$ cat src/rtl/rr_decode_grant_arbiter.sv
// Round-robin arbiter sharing one one-hot select resource among 2**IDX_W requesters.
// Holds each grant until release, request drop, or a MAX_HOLD timeout; always idles one cycle between grants.
module rr_decode_grant_arbiter #(
    parameter int unsigned IDX_W    = 4,
    parameter int unsigned MAX_HOLD = 15,
    parameter int unsigned HOLD_W   = 4
) (
    input  logic                      i_clk,
    input  logic                      i_reset,
    input  logic                      i_enable,
    input  logic [(1 << IDX_W)-1:0]   i_req,
    input  logic                      i_release,
    output logic [(1 << IDX_W)-1:0]   o_grant_out,
    output logic [IDX_W-1:0]          o_grant_idx,
    output logic                      o_grant_valid,
    output logic                      o_timeout_pulse
);

    localparam int unsigned N_REQ = 1 << IDX_W;

    typedef enum logic {
        S_IDLE,
        S_GRANT
    } state_t;

    state_t              r_state;
    logic [IDX_W-1:0]    r_ptr;
    logic [HOLD_W-1:0]   r_hold_cnt;
    logic [N_REQ-1:0]    r_grant_out;
    logic [IDX_W-1:0]    r_grant_idx;
    logic                r_grant_valid;
    logic                r_timeout;

    logic [IDX_W-1:0]    w_scan;
    logic [IDX_W-1:0]    w_winner;
    logic                w_found;
    logic [N_REQ-1:0]    w_decode;

    // First set request at or after r_ptr, wrapping modulo N_REQ.
    always_comb begin
        w_scan   = '0;
        w_winner = '0;
        w_found  = 1'b0;
        for (int unsigned k = 0; k < N_REQ; k++) begin
            w_scan = r_ptr + IDX_W'(k);
            if (!w_found && i_req[w_scan]) begin
                w_found  = 1'b1;
                w_winner = w_scan;
            end
        end
    end

    assign w_decode = {{(N_REQ-1){1'b0}}, 1'b1} << w_winner;

    always_ff @(posedge i_clk or posedge i_reset) begin
        if (i_reset) begin
            r_state       <= S_IDLE;
            r_ptr         <= '0;
            r_hold_cnt    <= '0;
            r_grant_out   <= '0;
            r_grant_idx   <= '0;
            r_grant_valid <= 1'b0;
            r_timeout     <= 1'b0;
        end else begin
            r_timeout <= 1'b0;
            case (r_state)
                S_IDLE: begin
                    if (i_enable && w_found) begin
                        r_grant_idx   <= w_winner;
                        r_grant_out   <= w_decode;
                        r_grant_valid <= 1'b1;
                        r_hold_cnt    <= HOLD_W'(1);
                        r_state       <= S_GRANT;
                    end
                end
                S_GRANT: begin
                    // Release/drop outranks the timeout, so a release on the last hold cycle is a normal exit.
                    if (i_release || !i_req[r_grant_idx] || (r_hold_cnt == HOLD_W'(MAX_HOLD))) begin
                        r_timeout     <= !(i_release || !i_req[r_grant_idx]);
                        r_ptr         <= r_grant_idx + IDX_W'(1);
                        r_grant_idx   <= '0;
                        r_grant_out   <= '0;
                        r_grant_valid <= 1'b0;
                        r_hold_cnt    <= '0;
                        r_state       <= S_IDLE;
                    end else begin
                        r_hold_cnt <= r_hold_cnt + HOLD_W'(1);
                    end
                end
                default: r_state <= S_IDLE;
            endcase
        end
    end

    assign o_grant_out     = r_grant_out;
    assign o_grant_idx     = r_grant_idx;
    assign o_grant_valid   = r_grant_valid;
    assign o_timeout_pulse = r_timeout;

endmodule
$ cat config.mk
export PLATFORM = sky130hd
export DESIGN_NAME = rr_decode_grant_arbiter
export DESIGN_NICKNAME = d
export VERILOG_FILES = /design/src/rtl/rr_decode_grant_arbiter.sv
export SDC_FILE = /design/constraint.sdc
export NUM_CORES = 1
export LEC_CHECK = 0
export ABC_AREA = 1
export CORE_MARGIN = 1.5
export CORE_UTILIZATION = 45
export CTS_BUF_LIST = sky130_fd_sc_hd__clkbuf_8
export DETAILED_ROUTE_END_ITERATION = 7
export PLACE_DENSITY_LB_ADDON = 0.12
export SYNTH_ARGS = -nofsm -noshare
export SYNTH_HDL_FRONTEND = slang
export SYNTH_SLANG_ARGS = --single-unit
$ cat constraint.sdc
create_clock -name i_clk -period 9.15 [get_ports i_clk]
set_clock_uncertainty 0.2 [all_clocks]
set_input_delay 1.83 -clock i_clk [delete_from_list [all_inputs] [get_ports i_clk]]
set_output_delay 1.83 -clock i_clk [all_outputs]
set_load 0.01 [all_outputs]
==> run_results.csv, run 1 <==
group,metric,value,unit
cells_and_area,postLayoutCoreUtil,0.546,
grt,grt_start_max_net_pins,32,
routing,dr.pass1.iters,7,
routing,detail_route.iter0.violations,341,
flow_run,drv.max_cap_violation_count,0,
yosys,syn_nets,605,
yosys,synth.most_common_cell,"sky130_fd_sc_hd__nand2_1",
sta,timing.final.crit_period,5.22,ns
yosys,ys_top_cells_by_count,"sky130_fd_sc_hd__nand2_1, sky130_fd_sc_hd__nand3_1, sky130_fd_sc_hd__inv_1",
yosys,synth_flop_cell,"sky130_fd_sc_hd__dfrtp_1",
yosys,synth.yosys.seq_area_share,0.227,
yosys,synth_largest_area_cell,"sky130_fd_sc_hd__dfrtp_1",
place,gp_congestion,0.987,
sta,max_slew.worst_pin.slew,0.876,ns
clocking,post_cts.resized_instances,0,
cells_and_area,antenna_cells_inserted,0,
critical_path,crit_end_category,"flip-flop",
clocking,cts_root_buf,"sky130_fd_sc_hd__clkbuf_8",
yosys,synth_cell_types,42,
routing,post_drt_via_cell_ratio,5.51,
critical_path,arrival,5.24,ns
floorplan,starting_utilization_of_the_core_area,0.468,
critical_path,timing.critical_path.from,"r_ptr[1]",
critical_path,worst-path-max-fanout,17,
floorplan,fp.dieW,90.1,um
cells_and_area,area_growth,16.5,%
grt,overall_global_routing_resource_usage,0.269,
routing,totalWireLength,10.5,mm
yosys,synth_top_cells_by_area,"sky130_fd_sc_hd__dfrtp_1, sky130_fd_sc_hd__nand2_1, sky130_fd_sc_hd__nand3_1, sky130_fd_sc_hd__inv_1, sky130_fd_sc_hd__nor2_1",
yosys,syn-instance-count,576,
min_path,worstHoldPathType,"reg -> reg",
cells_and_area,fillers,773,
sta,setup-tns-final,0,ns
floorplan,core_region_area,7290,um^2
cells_and_area,fraction_of_final_layout_cells_with_drive_strength_greater_than_1,0.0621,
routing,vias_post_dr,3917,
clocking,cts_tree,"yes",
sta,fmax,192,MHz
grt,via_count_of_the_first_global_routing_pass,3786,
clocking,postCtsHoldBufs,0,
place,io_buffers,41,
sta,hold_viol,0,
routing,antenna_violating_nets_post_route,0,
yosys,synth_top_cell_area_share,0.227,
sta,slew-limit-headroom,0.412,
sta,final.period_utilization,0.570,
clocking,post-cts-setup-buffers,0,
critical_path,worst-r2r-setup-slack,3.93,ns
place,place_hpwl,8.13,mm
clocking,htree_num_levels,2,
routing,route.detailed.drc,0,
sta,rsz_0062_raised_after_global_routing,"false",
grt,overflow,0,
critical_path,timing.critical_path.required,9.17,ns
floorplan,placement_rows,31,
critical_path,timing_worst_setup_path_type,"reg -> reg",
clocking,number_of_buffers_created_by_cts,5,
floorplan,dieHeight,90.1,um
floorplan,design.die.area,8120,um^2
yosys,synth-edff-count,0,
yosys,cell_area_after_technology_mapping,3420,um^2
critical_path,setup.worst_path.end,"o_grant_out[7]",
floorplan,ioPinCount,42,
grt,grt_antenna_before_repair,0,
cells_and_area,design.final.nets,641,
clocking,clock_input_transition_at_the_sequential_cells_of_the_worst_setup_and_hold_paths,0.06,ns
yosys,asyncSetResetFlopFracSynth,1.00,
clocking,clock_latency,0.28,ns
yosys,synth_area_per_cell,5.93,um^2
sta,finalSetupViolations,0,
clocking,clock-sinks,31,
yosys,synthesis.yosys.warnings,0,
yosys,synth-seq-cells,31,
sta,report.final.slew_viol_count,0,
critical_path,r2r_start,"r_ptr[1]",
critical_path,worstRegToRegCells,23,
clocking,clockBufferDepth,2,
critical_path,worstSetupStartpointType,"flip-flop",
grt,first_pass_grt_wire_length,17.9,mm
critical_path,rr_endpoint,"o_grant_out[7]",
routing,wl_per_cell,14.7,um
outcome,status,"finished clean",
## critical path, cell delays in order (launching register included)
cell and delay, ns:
sky130_fd_sc_hd__dfrtp_1 0.74, sky130_fd_sc_hd__inv_1 0.50, sky130_fd_sc_hd__ha_1 0.64, sky130_fd_sc_hd__inv_1 0.49, sky130_fd_sc_hd__nand3_1 0.20, sky130_fd_sc_hd__nand3_1 0.17
sky130_fd_sc_hd__nand2_1 0.09, sky130_fd_sc_hd__nand2_1 0.08, sky130_fd_sc_hd__nand2_2 0.11, sky130_fd_sc_hd__nor2_8 0.15, sky130_fd_sc_hd__nand4_2 0.14, sky130_fd_sc_hd__nor2_4 0.16
sky130_fd_sc_hd__nand4_2 0.14, sky130_fd_sc_hd__nor2_4 0.17, sky130_fd_sc_hd__nand4_4 0.11, sky130_fd_sc_hd__nor2_4 0.16, sky130_fd_sc_hd__nand2_1 0.15, sky130_fd_sc_hd__o21ai_1 0.16
sky130_fd_sc_hd__inv_1 0.05, sky130_fd_sc_hd__nand2_1 0.06, sky130_fd_sc_hd__nand2_1 0.13, sky130_fd_sc_hd__nor2_1 0.19, sky130_fd_sc_hd__nand2_1 0.07, sky130_fd_sc_hd__nand2_1 0.07
## flip-flops by register name, summed over array words and instances, names as in the netlist
signal and cells:
r_hold_cnt 4, o_timeout_pulse 1, o_grant_out 16, o_grant_valid 1, r_state 1, o_grant_idx 4
r_ptr 4
## final cells by class
type | count | area (um^2) | share of cell area
Clock buffer | 5 | 68.8 | 0.0173
Clock inverter | 2 | 33.8 | 0.00849
Inverter | 69 | 265 | 0.0667
Multi-Input combinational cell | 462 | 2290 | 0.575
Sequential cell | 31 | 776 | 0.195
Tap cell | 99 | 124 | 0.0311
Timing Repair Buffer | 43 | 425 | 0.107
## placed cells by master, fill, tap and decap left out, drive strengths merged
cell type      Yosys  layout
a21boi             1       1
a21oi              4       4
a22o               1       1
a31oi              1       1
buf               12       2
bufinv             0       1
clkbuf             2       5
clkdlybuf4s50      0      41
clkinv             3       3
dfrtp             31      31
ha                 9       9
inv               66      67
nand2            205     205
nand3            117     117
nand4             13      13
nor2              59      59
nor3               2       2
nor4               1       1
o211ai             2       2
o21a               1       1
o21ai             25      25
o21bai             3       3
o221ai             3       3
o22ai              4       4
xnor2              3       3
xor2               8       8
## routing by layer
metal / up-vias / GRT usage / part of all wire
li1: 1942 / - / -
met1: 1798 / 0.347 / 0.44
met2: 160 / 0.462 / 0.47
met3: 17 / 0.0305 / 0.064
met4: 0 / 0.0979 / 0.019
met5: - / 0 / 0
## cells by family (layout without fill, tap and decap cells)
logic type                 count (synthesis)  in the layout  synth area share
and+or+nand+nor                          397            397             0.522
AOI/OAI and AO/OA                         45             45            0.0817
buffers and inverters                     83            119             0.104
xor gates and xnor gates                  11             11            0.0326
adders and majority gates                  9              9            0.0330
DFF                                       31             31             0.227
## metrics by stage
step           std cells  hold slack, ns  instance area, um^2  worst slack, ns
2_1_floorplan        576           0.289                 3420             4.97
5_1_grt              711           0.318                 3980             3.55
6_report             711           0.288                 3980             3.93
3_5_place_dp         704           0.267                 3880             3.89
3_3_place_gp         704           0.267                 3880             3.97
4_1_cts              711           0.292                 3980             4.09
## worst min-delay path by stage
stage | cells past startpoint | start | end
finish | 2 | o_grant_out[1] | o_grant_out[1]
global route | 2 | o_grant_out[15] | o_grant_out[15]
CTS | 2 | o_grant_out[7] | o_grant_out[7]
detailed placement | 2 | o_grant_out[7] | o_grant_out[7]
global placement | 2 | o_grant_out[3] | o_grant_out[3]
floorplan | 2 | r_hold_cnt[2] | r_hold_cnt[2]
Power of run 1 is left out: the tool's default activity adds up to more than one toggle a clock period on the data nets, which glitch-free logic cannot reach.
==> run 2, diff against run 1 <==
==> constraint.sdc (replaced) <==
create_clock -name i_clk -period 4.3 [get_ports i_clk]
set_clock_uncertainty 0.2 [all_clocks]
set_input_delay 0.86 -clock i_clk [delete_from_list [all_inputs] [get_ports i_clk]]
set_output_delay 0.86 -clock i_clk [all_outputs]
set_load 0.01 [all_outputs]
==> run 2 against run 1 <==
Worst setup slack worse by 3.5 ns. Critical path depth shrank 4. Cell area is 3.8% higher. Final cell count is 2.7% higher. Sequential cell count unchanged. Count of clock-buffer cells in the layout grew 1. Largest cell class unchanged. Die area is the same. Utilization is 2.1 points higher.
==> run_results.csv, run 2 (synthesis results as in run 1) <==
group,metric,value,unit
critical_path,worst-path-max-fanout,7,
clocking,postCtsHoldBufs,0,
place,place_hpwl,8.37,mm
critical_path,timing_worst_setup_path_type,"in -> reg",
routing,highest_layer,"met4",
floorplan,ioPinCount,42,
grt,via_count_of_the_first_global_routing_pass,3794,
clocking,number_of_buffers_created_by_cts,5,
floorplan,fp.dieW,90.1,um
sta,setup-tns-final,0,ns
place,dpl_cell_area,4010,um^2
place,gp_congestion,0.922,
cells_and_area,final_common_cell,"sky130_fd_sc_hd__nand2_1",
floorplan,dieHeight,90.1,um
cells_and_area,design_area,4130,um^2
floorplan,starting_utilization_of_the_core_area,0.468,
critical_path,arrival,3.86,ns
routing,detailroute.wirelength.met3,659,um
clocking,post_cts.resized_instances,0,
routing,dr_wl_met2,4.81,mm
sta,fmax,261,MHz
critical_path,critical_path.cell_chain,"clkdlybuf4s50_1, nand2_1, nand3_1, nand3_1, nand3_1, nand2_1, nand4_1, nor2_2, nand4_1, nor2_2, nand3_2, nor2_1, o21bai_1, nand3_1, o21bai_1, nand2_1, nor2_1, nand2_1, nand2_1",
critical_path,critical-path-top-cell-by-count,"sky130_fd_sc_hd__nand2_1",
clocking,clockBufferDepth,2,
clocking,clock-sinks,31,
cells_and_area,mostFrequentLayoutCells,"sky130_fd_sc_hd__nand2_1, sky130_fd_sc_hd__nand3_1, sky130_fd_sc_hd__inv_1",
sta,rsz_0062_raised_after_global_routing,"false",
cells_and_area,fraction_of_final_layout_cells_with_drive_strength_greater_than_1,0.0919,
sta,post-route-worst-setup-slack,0.469,ns
cells_and_area,antenna_cells_inserted,0,
sta,hold_viol,0,
critical_path,cpMaxStageDelayCell,"sky130_fd_sc_hd__clkdlybuf4s50_1",
cells_and_area,fillers,777,
critical_path,slowest_delay,0.49,ns
routing,antenna_violating_nets_post_route,0,
cells_and_area,design.final.nets,659,
routing,detail_route.iter0.violations,214,
grt,grt_start_max_net_pins,32,
clocking,clock_input_transition_at_the_sequential_cells_of_the_worst_setup_and_hold_paths,0.07,ns
sta,final.period_utilization,0.891,
routing,route.detailed.drc,0,
grt,overflow,0,
min_path,worstHoldPathType,"reg -> reg",
sta,report.final.slew_viol_count,0,
clocking,cts_tree,"yes",
place,post-place-ws,0.197,ns
grt,first_pass_grt_wire_length,17.7,mm
sta,max_slew.worst_pin.slew,0.495,ns
sta,timing.final.crit_period,3.83,ns
critical_path,crit_end_category,"flip-flop",
routing,route.layer.met1.wl,4.68,mm
sta,finalSetupViolations,0,
routing,vias_post_dr,3943,
flow_run,drv.max_cap_violation_count,0,
critical_path,timing.critical_path.required,4.33,ns
outcome,status,"finished clean",
floorplan,design.die.area,8120,um^2
clocking,cts_root_buf,"sky130_fd_sc_hd__clkbuf_8",
routing,dr.pass1.iters,5,
critical_path,worst-r2r-setup-slack,0.53,ns
sta,slew-limit-headroom,0.667,
clocking,htree_num_levels,2,
critical_path,worstSetupStartpointType,"input pin",
clocking,clock_latency,0.29,ns
grt,grt_antenna_before_repair,0,
floorplan,placement_rows,31,
place,io_buffers,41,
grt,overall_global_routing_resource_usage,0.270,
cells_and_area,area_growth,20.9,%
floorplan,core_region_area,7290,um^2
routing,post_drt_via_cell_ratio,5.40,
clocking,post-cts-setup-buffers,0,
routing,wl_per_cell,14.6,um
routing,totalWireLength,10.6,mm
cells_and_area,max_reg_flops,16,
## run 2: critical path, delay by kind of cell
kind / cells / cell delay (ns)
AND/OR/NAND/NOR: 16 / 2.20
buffers and inverters: 1 / 0.49
AO/OA/AOI/OAI: 2 / 0.30
## run 2: path summary, 6_finish.rpt
| path | end | depth (start not counted) | startpoint |
|---|---|---|---|
| max reg2reg | o_grant_out[0] | 20 | r_ptr[0] |
| max | o_grant_out[0] | 19 | i_req[9] |
| min reg2reg | o_grant_out[14] | 2 | o_grant_out[14] |
| min in group asynchronous | o_grant_idx[1] | 3 | i_reset |
| min | o_grant_out[14] | 2 | o_grant_out[14] |
| max in group asynchronous | r_ptr[1] | 3 | i_reset |
## run 2: layer usage
| metal | GRT usage | vias to the layer above |
|---|---|---|
| met2 | 0.445 | 150 |
| met1 | 0.344 | 1779 |
| met3 | 0.0330 | 38 |
| met4 | 0.142 | 0 |
| li1 | - | 1976 |
| met5 | 0 | - |
## run 2: layout make-up
type	count	area, um^2	area share
multi-input cells	462	2290	0.554
flip-flops and latches	31	776	0.188
repair buffers	61	561	0.136
inverters	69	265	0.0642
well taps	99	124	0.0300
clock buffers	6	82.6	0.0200
clock inverters	2	35.0	0.00848
## run 2: metrics by stage
stage               std cells   util  hold slack [ns]
detailed placement        722  0.550            0.262
floorplan                 576      -            0.289
global placement          722  0.550            0.261
global route              730  0.566            0.313
CTS                       730  0.566            0.284
finish                    730  0.566            0.281
Power of run 2 is left out for the same reason.
==> run 3, diff against run 2 <==
--- a/config.mk
+++ b/config.mk
@@ -10,7 +10,8 @@
 export CORE_UTILIZATION = 45
 export CTS_BUF_LIST = sky130_fd_sc_hd__clkbuf_8
 export DETAILED_ROUTE_END_ITERATION = 7
-export PLACE_DENSITY_LB_ADDON = 0.12
+export PLACE_DENSITY = 0.77
+export RECOVER_POWER = 25
 export SYNTH_ARGS = -nofsm -noshare
 export SYNTH_HDL_FRONTEND = slang
 export SYNTH_SLANG_ARGS = --single-unit
==> run 3 against run 2 <==
The run now ends with capacitance limit, slew limit left. Worst setup slack lost 0.13 ns. Critical path type unchanged. Final cell count fell by 1.1%. Sequential cell count did not move. Maximum frequency shrank 3.3%. Utilization fell by 1.0 points.
==> run_results.csv, run 3 (synthesis results as in run 1) <==
group,metric,value,unit
outcome,status,"finished, violations left",
outcome,violations,"capacitance limit, slew limit",
sta,timing.final.crit_period,3.96,ns
critical_path,worst-path-max-fanout,9,
floorplan,core_region_area,7290,um^2
clocking,clock_input_transition_at_the_sequential_cells_of_the_worst_setup_and_hold_paths,0.06,ns
clocking,htree_num_levels,2,
cells_and_area,max_reg_flops,16,
routing,vias_post_dr,3986,
clocking,post_cts.resized_instances,0,
cells_and_area,area_growth,18.7,%
grt,overflow,0,
min_path,min_from,"o_grant_out[4]",
floorplan,starting_utilization_of_the_core_area,0.468,
cells_and_area,antenna_cells_inserted,0,
routing,detail_route.iter0.violations,291,
flow_run,drv.max_cap_violation_count,1,
clocking,cts_root_buf,"sky130_fd_sc_hd__clkbuf_8",
grt,overall_global_routing_resource_usage,0.265,
sta,slew-limit-headroom,-0.108,
grt,grt_antenna_before_repair,0,
clocking,postCtsHoldBufs,0,
floorplan,placement_rows,31,
critical_path,worst-r2r-setup-slack,0.41,ns
routing,wl_per_cell,14.7,um
critical_path,timing.critical_path.required,4.32,ns
critical_path,worstRegToRegCells,21,
routing,dr.pass1.iters,5,
sta,rsz_0062_raised_after_global_routing,"false",
routing,totalWireLength,10.6,mm
critical_path,r2r_start,"r_ptr[1]",
floorplan,fp.dieW,90.1,um
cells_and_area,final_common_cell,"sky130_fd_sc_hd__nand2_1",
min_path,cell_depth_of_the_worst_hold_path,2,
sta,setup-tns-final,0,ns
cells_and_area,mostFrequentLayoutCells,"sky130_fd_sc_hd__nand2_1, sky130_fd_sc_hd__nand3_1, sky130_fd_sc_hd__inv_1",
place,io_buffers,41,
cells_and_area,regArea,776,um^2
clocking,cts_tree,"yes",
critical_path,timing.critical_path.from,"i_req[6]",
cells_and_area,area_taken_by_multi_input_logic_gates,2290,um^2
clocking,post-cts-setup-buffers,0,
floorplan,design.die.area,8120,um^2
floorplan,dieHeight,90.1,um
place,place_hpwl,8.22,mm
sta,report.final.slew_viol_count,32,
sta,final.period_utilization,0.922,
sta,hold_viol,0,
cells_and_area,fillers,763,
clocking,number_of_buffers_created_by_cts,5,
clocking,clock_latency,0.28,ns
routing,route.detailed.drc,0,
critical_path,rr_endpoint,"o_grant_out[4]",
routing,post_drt_via_cell_ratio,5.52,
place,gp_congestion,1.02,
min_path,min_to,"o_grant_out[4]",
grt,first_pass_grt_wire_length,17.7,mm
sta,max_slew.worst_pin.slew,1.66,ns
min_path,worstHoldPathType,"reg -> reg",
floorplan,ioPinCount,42,
critical_path,timing_worst_setup_path_type,"in -> reg",
critical_path,crit_end_category,"flip-flop",
clocking,clock-sinks,31,
sta,fmax,252,MHz
grt,via_count_of_the_first_global_routing_pass,3711,
routing,antenna_violating_nets_post_route,0,
cells_and_area,design.final.nets,651,
cells_and_area,fraction_of_final_layout_cells_with_drive_strength_greater_than_1,0.0803,
grt,grt_start_max_net_pins,32,
clocking,clockBufferDepth,2,
critical_path,arrival,3.98,ns
critical_path,worstSetupStartpointType,"input pin",
sta,finalSetupViolations,0,
run 3: changes by cell type in the layout (fill, tap and decap cells not counted), sizes merged:
cell	delta
clkinvlp	+2
inv	-1
dlygate4sd3	+1
clkbuf	+2
clkinv	-1
clkdlybuf4s50	-1
buf	-9
bufinv	-1
run 3: worst max-delay path by stage:
| stage | to | slack [ns] | cells after the start |
|---|---|---|---|
| floorplan | o_grant_out[0] | 0.73 | 26 |
| global placement | o_grant_out[4] | 0.19 | 20 |
| detailed placement | o_grant_out[15] | 0.12 | 22 |
| CTS | o_grant_out[4] | 0.31 | 23 |
| global route | o_grant_out[10] | 0.04 | 20 |
| finish | o_grant_out[4] | 0.34 | 22 |
run 3: cell type report:
type                       instances  share of cell area
clock buffer                       7              0.0238
clock inverter                     1             0.00185
inverter                          69              0.0663
multi-input combinational        462               0.564
sequential                        31               0.191
tap                               99              0.0305
timing repair buffer              53               0.122
run 3: through the flow:
stage                     std cells  utilization  setup WS, ns  hold WS, ns  instance area, um^2
after floorplan                 576            -         0.725        0.289                 3420
after global placement          714        0.542         0.190        0.266                 3950
after detailed placement        714        0.542         0.121        0.267                 3950
after CTS                       722        0.556         0.310        0.288                 4060
after global routing            722        0.556        0.0403        0.310                 4060
final                           722        0.556         0.337        0.285                 4060
run 3: critical path: stages:
cell and delay, ns:
sky130_fd_sc_hd__clkdlybuf4s50_1 0.47, sky130_fd_sc_hd__nand2_1 0.12, sky130_fd_sc_hd__nand3_1 0.10, sky130_fd_sc_hd__nand3_1 0.11
sky130_fd_sc_hd__nand2_1 0.10, sky130_fd_sc_hd__nand2_1 0.14, sky130_fd_sc_hd__nand2_2 0.14, sky130_fd_sc_hd__nor2_8 0.19
sky130_fd_sc_hd__nand4_2 0.15, sky130_fd_sc_hd__nor2_4 0.16, sky130_fd_sc_hd__nand4_2 0.14, sky130_fd_sc_hd__nor2_4 0.17
sky130_fd_sc_hd__nand4_4 0.11, sky130_fd_sc_hd__nor2_4 0.16, sky130_fd_sc_hd__nand2_1 0.14, sky130_fd_sc_hd__o21ai_1 0.15
sky130_fd_sc_hd__inv_1 0.05, sky130_fd_sc_hd__nand2_1 0.06, sky130_fd_sc_hd__nand2_1 0.15, sky130_fd_sc_hd__nor2_1 0.19
sky130_fd_sc_hd__nand2_1 0.08, sky130_fd_sc_hd__nand2_1 0.06
run 3: routing by layer:
| metal | global-route usage | vias to the layer above | share of wire |
|---|---|---|---|
| met3 | 0.0228 | 33 | 0.052 |
| met4 | 0.0992 | 0 | 0.034 |
| li1 | - | 1966 | - |
| met1 | 0.353 | 1840 | 0.45 |
| met2 | 0.445 | 147 | 0.46 |
| met5 | 0 | - | 0 |
Power of run 3 is left out for the same reason.
